### config.mk
export PLATFORM = sky130hd
export DESIGN_NAME = stream_inference_scheduler
export DESIGN_NICKNAME = d
export VERILOG_FILES = /design/src/rtl/nn_ctrl_pkg.sv /design/src/rtl/sync_edge_detect.sv /design/src/rtl/stream_inference_scheduler.sv
export SDC_FILE = /design/constraint.sdc
export NUM_CORES = 1
export LEC_CHECK = 0
export CAP_MARGIN = 20
export CORE_MARGIN = 1.5
export CORE_UTILIZATION = 55
export DETAILED_ROUTE_END_ITERATION = 16
export GPL_ROUTABILITY_DRIVEN = 1
export PLACE_DENSITY = 0.82
export SLEW_MARGIN = 20
export SYNTH_ARGS = -nofsm -noshare
export SYNTH_HDL_FRONTEND = slang
export SYNTH_SLANG_ARGS = --single-unit
### constraint.sdc
create_clock -name clk -period 3.4 [get_ports clk]
set_input_delay 0.68 -clock clk [delete_from_list [all_inputs] [get_ports clk]]
set_output_delay 0.68 -clock clk [all_outputs]
set_load 0.05 [all_outputs]
### src/rtl/nn_ctrl_pkg.sv
// nn_ctrl_pkg: shared FSM state encoding and sizing constants for the inference scheduler
// Contents: state_t (scheduler FSM states), STAGE_W (stage index width),
//           TIMEOUT_DEFAULT (default watchdog limit in cycles)
package nn_ctrl_pkg;
    localparam int STAGE_W         = 2;
    localparam int TIMEOUT_DEFAULT = 65535;
    typedef enum logic [2:0] {
        ST_IDLE        = 3'd0,
        ST_STREAM      = 3'd1,
        ST_DRAIN       = 3'd2,
        ST_WAIT_RESULT = 3'd3,
        ST_ERR         = 3'd4
    } state_t;
endpackage

### src/rtl/sync_edge_detect.sv
// sync_edge_detect: rising-edge detector for a clk-synchronous level signal
// Ports: clk (rising-edge clock), rst_n (async active-low reset),
//        i_sig (level input), o_rise (combinational pulse on 0->1 of i_sig)
module sync_edge_detect (
    input  logic clk,
    input  logic rst_n,
    input  logic i_sig,
    output logic o_rise
);
    logic r_prev;
    logic r_armed;
    // r_armed suppresses the first cycle after reset so a level already high
    // when reset releases is not mistaken for an edge
    always_ff @(posedge clk or negedge rst_n) begin
        if (!rst_n) begin
            r_prev  <= 1'b0;
            r_armed <= 1'b0;
        end else begin
            r_prev  <= i_sig;
            r_armed <= 1'b1;
        end
    end
    assign o_rise = r_armed & i_sig & ~r_prev;
endmodule

### src/rtl/stream_inference_scheduler.sv
// stream_inference_scheduler: sequences one video frame through a layered NN pipeline
// Ports: clk, rst_n (async active-low); VSYNC/HSYNC frame and line syncs;
//        layer_done (per-stage done pulses), result_done/result_in (output layer);
//        clear_err (leaves ERR); frame_start, stream_enable, busy, stage, line_count,
//        result_out/result_valid, frames_dropped, timeout_err (sticky watchdog flag)
module stream_inference_scheduler
    import nn_ctrl_pkg::*;
#(
    parameter int NUM_LAYERS     = 3,
    parameter int TIMEOUT_CYCLES = TIMEOUT_DEFAULT,
    parameter int LINE_W         = 10
) (
    input  logic                  clk,
    input  logic                  rst_n,
    input  logic                  VSYNC,
    input  logic                  HSYNC,
    input  logic [NUM_LAYERS-2:0] layer_done,
    input  logic                  result_done,
    input  logic [3:0]            result_in,
    input  logic                  clear_err,
    output logic                  frame_start,
    output logic                  stream_enable,
    output logic                  busy,
    output logic [STAGE_W-1:0]    stage,
    output logic [LINE_W-1:0]     line_count,
    output logic [3:0]            result_out,
    output logic                  result_valid,
    output logic [15:0]           frames_dropped,
    output logic                  timeout_err
);
    localparam int WD_W = $clog2(TIMEOUT_CYCLES + 1);

    state_t                  r_state;
    logic [STAGE_W-1:0]      r_stage;
    logic [WD_W-1:0]         r_wdog;
    logic [LINE_W-1:0]       r_line_count;
    logic                    r_frame_start;
    logic [3:0]              r_result_out;
    logic                    r_result_valid;
    logic [15:0]             r_frames_dropped;
    logic                    r_timeout_err;

    logic                    w_vs_rise;
    logic                    w_hs_rise;
    logic [NUM_LAYERS-2:0]   w_done_mask;
    logic                    w_stage_done;
    logic                    w_running;
    logic                    w_expired;

    sync_edge_detect u_vs (.clk(clk), .rst_n(rst_n), .i_sig(VSYNC), .o_rise(w_vs_rise));
    sync_edge_detect u_hs (.clk(clk), .rst_n(rst_n), .i_sig(HSYNC), .o_rise(w_hs_rise));

    // Only the done bit of the awaited stage is accepted; others are ignored
    assign w_done_mask  = (NUM_LAYERS-1)'(1) << r_stage;
    assign w_stage_done = |(layer_done & w_done_mask);
    assign w_running    = (r_state == ST_STREAM) || (r_state == ST_DRAIN) || (r_state == ST_WAIT_RESULT);
    // Expiry is taken on the edge where the counter would reach the limit
    assign w_expired    = w_running && (r_wdog == WD_W'(TIMEOUT_CYCLES - 1));

    always_ff @(posedge clk or negedge rst_n) begin
        if (!rst_n) begin
            r_state          <= ST_IDLE;
            r_stage          <= '0;
            r_wdog           <= '0;
            r_line_count     <= '0;
            r_frame_start    <= 1'b0;
            r_result_out     <= '0;
            r_result_valid   <= 1'b0;
            r_frames_dropped <= '0;
            r_timeout_err    <= 1'b0;
        end else begin
            r_frame_start  <= 1'b0;
            r_result_valid <= 1'b0;
            r_wdog         <= w_running ? r_wdog + 1'b1 : '0;
            if (w_vs_rise && r_state != ST_IDLE && r_frames_dropped != 16'hFFFF)
                r_frames_dropped <= r_frames_dropped + 1'b1;
            if (w_hs_rise && r_state == ST_STREAM && r_line_count != '1)
                r_line_count <= r_line_count + 1'b1;
            if (w_expired) begin
                r_state       <= ST_ERR;
                r_timeout_err <= 1'b1;
                r_stage       <= '0;
                r_wdog        <= '0;
            end else begin
                case (r_state)
                    ST_IDLE: if (w_vs_rise) begin
                        r_state       <= ST_STREAM;
                        r_frame_start <= 1'b1;
                        r_line_count  <= '0;
                        r_wdog        <= '0;
                    end
                    ST_STREAM: if (w_stage_done) begin
                        r_state <= (NUM_LAYERS == 2) ? ST_WAIT_RESULT : ST_DRAIN;
                        r_stage <= STAGE_W'(1);
                        r_wdog  <= '0;
                    end
                    ST_DRAIN: if (w_stage_done) begin
                        r_stage <= r_stage + 1'b1;
                        r_wdog  <= '0;
                        if (r_stage == STAGE_W'(NUM_LAYERS - 2))
                            r_state <= ST_WAIT_RESULT;
                    end
                    ST_WAIT_RESULT: if (result_done) begin
                        r_result_out   <= result_in;
                        r_result_valid <= 1'b1;
                        r_state        <= ST_IDLE;
                        r_stage        <= '0;
                        r_wdog         <= '0;
                    end
                    ST_ERR: if (clear_err) begin
                        r_state       <= ST_IDLE;
                        r_timeout_err <= 1'b0;
                    end
                    default: r_state <= ST_IDLE;
                endcase
            end
        end
    end

    assign frame_start    = r_frame_start;
    assign stream_enable  = (r_state == ST_STREAM);
    assign busy           = (r_state != ST_IDLE);
    assign stage          = (r_state == ST_DRAIN || r_state == ST_WAIT_RESULT) ? r_stage : '0;
    assign line_count     = r_line_count;
    assign result_out     = r_result_out;
    assign result_valid   = r_result_valid;
    assign frames_dropped = r_frames_dropped;
    assign timeout_err    = r_timeout_err;
endmodule
==> impl_metrics.tcl <==
set metrics [dict create \
    status "finished, final reports clean" \
    cts_hold_buf 0 \
    cts_tree "built" \
    clk_latency_ns 0.34 \
    grt_pass1_wl_um 9328 \
    final_cells 401 \
    crit_path_max_incr_delay_ns 0.79 \
    synth_top_area_share_pct 49.76 \
    synth-async-reset-ratio_pct 100.0 \
    dp_cells 385 \
    syn2layout_area_growth_pct 24.97 \
    hp-class "in2async" \
    cts.clk_slew.worst_paths_ns 0.07 \
    worstSetupEndpointType "primary output" \
    totalPowerFinal_uw 2382 \
    drive_above_1_share_pct 9.970 \
    yosysTopAreaCell "dfrtp_1" \
    synth-simple-area-share_pct 24.44 \
    reg2regPathDepth 7 \
    fp.dieH_um 75.19 \
    synth_most_common_cell "dfrtp_1" \
    ys.warnings.count 0 \
    synth_area_mm2 0.002866 \
    portBuffers 48 \
    setup_slack_ns 0.4846 \
    grt_use_total_pct 22.45 \
    place_congestion 0.8398 \
    wl_per_cell_um 14.12 \
    slowest_stage "clkdlybuf4s50_1" \
    crit_family "buffers and inverters" \
    power_density_mw_per_mm2 664.9 \
    r2r-end "r_wdog[2]" \
    avgSynthCellArea_um2 10.46 \
    vdd_drop_max_mv 0.4887 \
    synth_compound_area_share_pct 6.067 \
    multi_input_area_mm2 0.001353 \
    first_pass_iters 4 \
    ys_top_cells_by_count "dfrtp_1, nor2_1, nand2_1" \
    crit_type "reg2out" \
    power_leakage_uw 0.001581 \
    critPathArrivalTime_ns 2.24 \
    seqCellArea_mm2 0.001426 \
    cts_buffers 9 \
    cts_sinks 57 \
    antenna_found_initial 0 \
    dieArea_mm2 0.005654 \
    period_needed_ns 2.915 \
    pre_cts_ws_ns 0.8413 \
    cp.depth 3 \
    final_nets 344 \
    drc 0 \
    synth_edf_count 0 \
    antenna_cells 0 \
    slew_viol_final 0 \
    gr-total-overflow 0 \
    rsz0062_at_grt "no" \
    hpwl_um 4021 \
    muxShareOfSynthArea_pct 3.536 \
    fin_tns_setup_ns 0 \
    syn_nets 292 \
    synth_top_family_by_area "simple AND/OR/NAND/NOR gates" \
    io_pins 49 \
    die_x_um 75.19 \
    nFillCells 399 \
    num_vias 2183 \
    synthAdderAreaFrac_pct 2.619 \
    crit_fanout 12 \
    slew_headroom_pct 55.15 \
    syn_inst 274 \
    synth-seq-area-share_pct 49.76 \
    cts_max_path_buffers 2 \
    drt_iter0_drc 68 \
    synthFlopType "dfrtp_1" \
    core.rowCount 26 \
    cp.required_ns 2.72 \
    finalWirelength_um 5662 \
    fin_worst_skew_ns 0.007500 \
    hold_viol 0 \
    synthDistinctLibCells 50 \
    synth-xor-area-share_pct 10.39 \
    worstPathCellList "nor2b_1, and2_1, clkdlybuf4s50_1" \
    setup_viol 0 \
    initial_core_util_pct 56.48 \
    design.core.area_mm2 0.005075 \
    netlist_top_cells_area "dfrtp_1, xnor2_1, nor2_1" \
    cap_violations 0 \
    cts_setup_buffers 0 \
    crit_path_start_kind "flop" \
    reg2reg_slack_ns 1.31 \
    cts_root_buffer "clkbuf_8" \
    h-tree-depth 3 \
    antenna_left 0 \
    timing.fmax_mhz 343.0 \
    path_buf_inv 1 \
    r2r_start "r_stage[0]" \
    grt_max_degree 25 \
    tightestPinTransition_ns 0.6713 \
    period_share_pct 85.75 \
    viasPerCell 5.444 \
    synth-seq-cells 57 \
    grt_pass1_vias 2107 \
    cts_resized 0 \
]
placed cells by master, fill, tap and decap left out, drive strengths merged, types with 4 or more instances in the layout:
| cell | n |
|---|---|
| dfrtp | 57 |
| nor2b | 4 |
| xor2 | 12 |
| ha | 6 |
| xnor2 | 22 |
| nand4 | 5 |
| o21ai | 6 |
| nor3 | 7 |
| nor2 | 35 |
| and2 | 7 |
| and3 | 10 |
| buf | 4 |
| nand3 | 12 |
| nand2 | 23 |
| inv | 6 |
| and4 | 7 |
| clkbuf | 9 |
| clkdlybuf4s50 | 47 |
| mux2 | 5 |
| a21oi | 5 |
how the worst max path moves through the flow:
stage                     from       endpoint  slack (ns)
CTS                 r_state[1]       stage[0]        0.47
global placement    r_state[1]       stage[0]        0.86
global route        r_state[1]       stage[1]        0.30
detailed placement  r_state[1]       stage[0]        0.84
finish              r_state[1]       stage[0]        0.48
floorplan           r_state[2]  line_count[8]        1.18
layer usage:
layer,part of all wire [%],track usage [%]
met5,0,0
met4,1.5,10.91
met3,4.7,6.693
met2,52,38.15
met1,42,25.93
per-stage QoR:
stage	cell area, um^2	util, %	hold slack [ns]
global placement	3387	66.74	0.4768
finish	3582	70.59	0.2883
detailed placement	3387	66.74	0.4824
CTS	3582	70.59	0.2962
floorplan	2867	-	0.3844
global route	3582	70.59	0.3177
area by class of cell:
type | count | share of cell area (%)
clock inverter | 7 | 1.991
inverter | 6 | 0.6287
clock buffer | 9 | 3.458
timing repair buffer | 51 | 13.90
tap | 70 | 2.445
multi-input combinational | 201 | 37.76
sequential | 57 | 39.82
worst register-to-register path, stage by stage (launching register included):
cell	delay [ns]
dfrtp_1	0.41
inv_1	0.08
ha_1	0.22
a22oi_1	0.22
o21ai_0	0.15
o21a_1	0.14
or3_1	0.61
nor2_1	0.19
power by group:
group	switching [uW]	leakage (uW)	total, uW	internal [uW]
logic	550	0.000722	878	327
registers	119	0.000768	892	773
clock network	276	0.0000912	612	336
logic make-up (layout without fill, tap and decap cells):
family | Yosys count | in the layout
AOI/OAI and AO/OA | 26 | 26
xor gates and xnor gates | 34 | 34
adders and majority gates | 6 | 6
buffers and inverters | 16 | 73
DFF | 57 | 57
muxes | 8 | 8
other | 1 | 1
and+or+nand+nor | 126 | 126
state kept, by name, summed over array words and instances (netlist names):
signal,flops
r_wdog,16
u_hs.r_prev,1
u_hs.r_armed,1
r_state,3
frames_dropped,16
result_valid,1
timeout_err,1
result_out,4
frame_start,1
line_count,10
u_vs.r_prev,1
r_stage,2
Power figures use the tool's default switching activity.
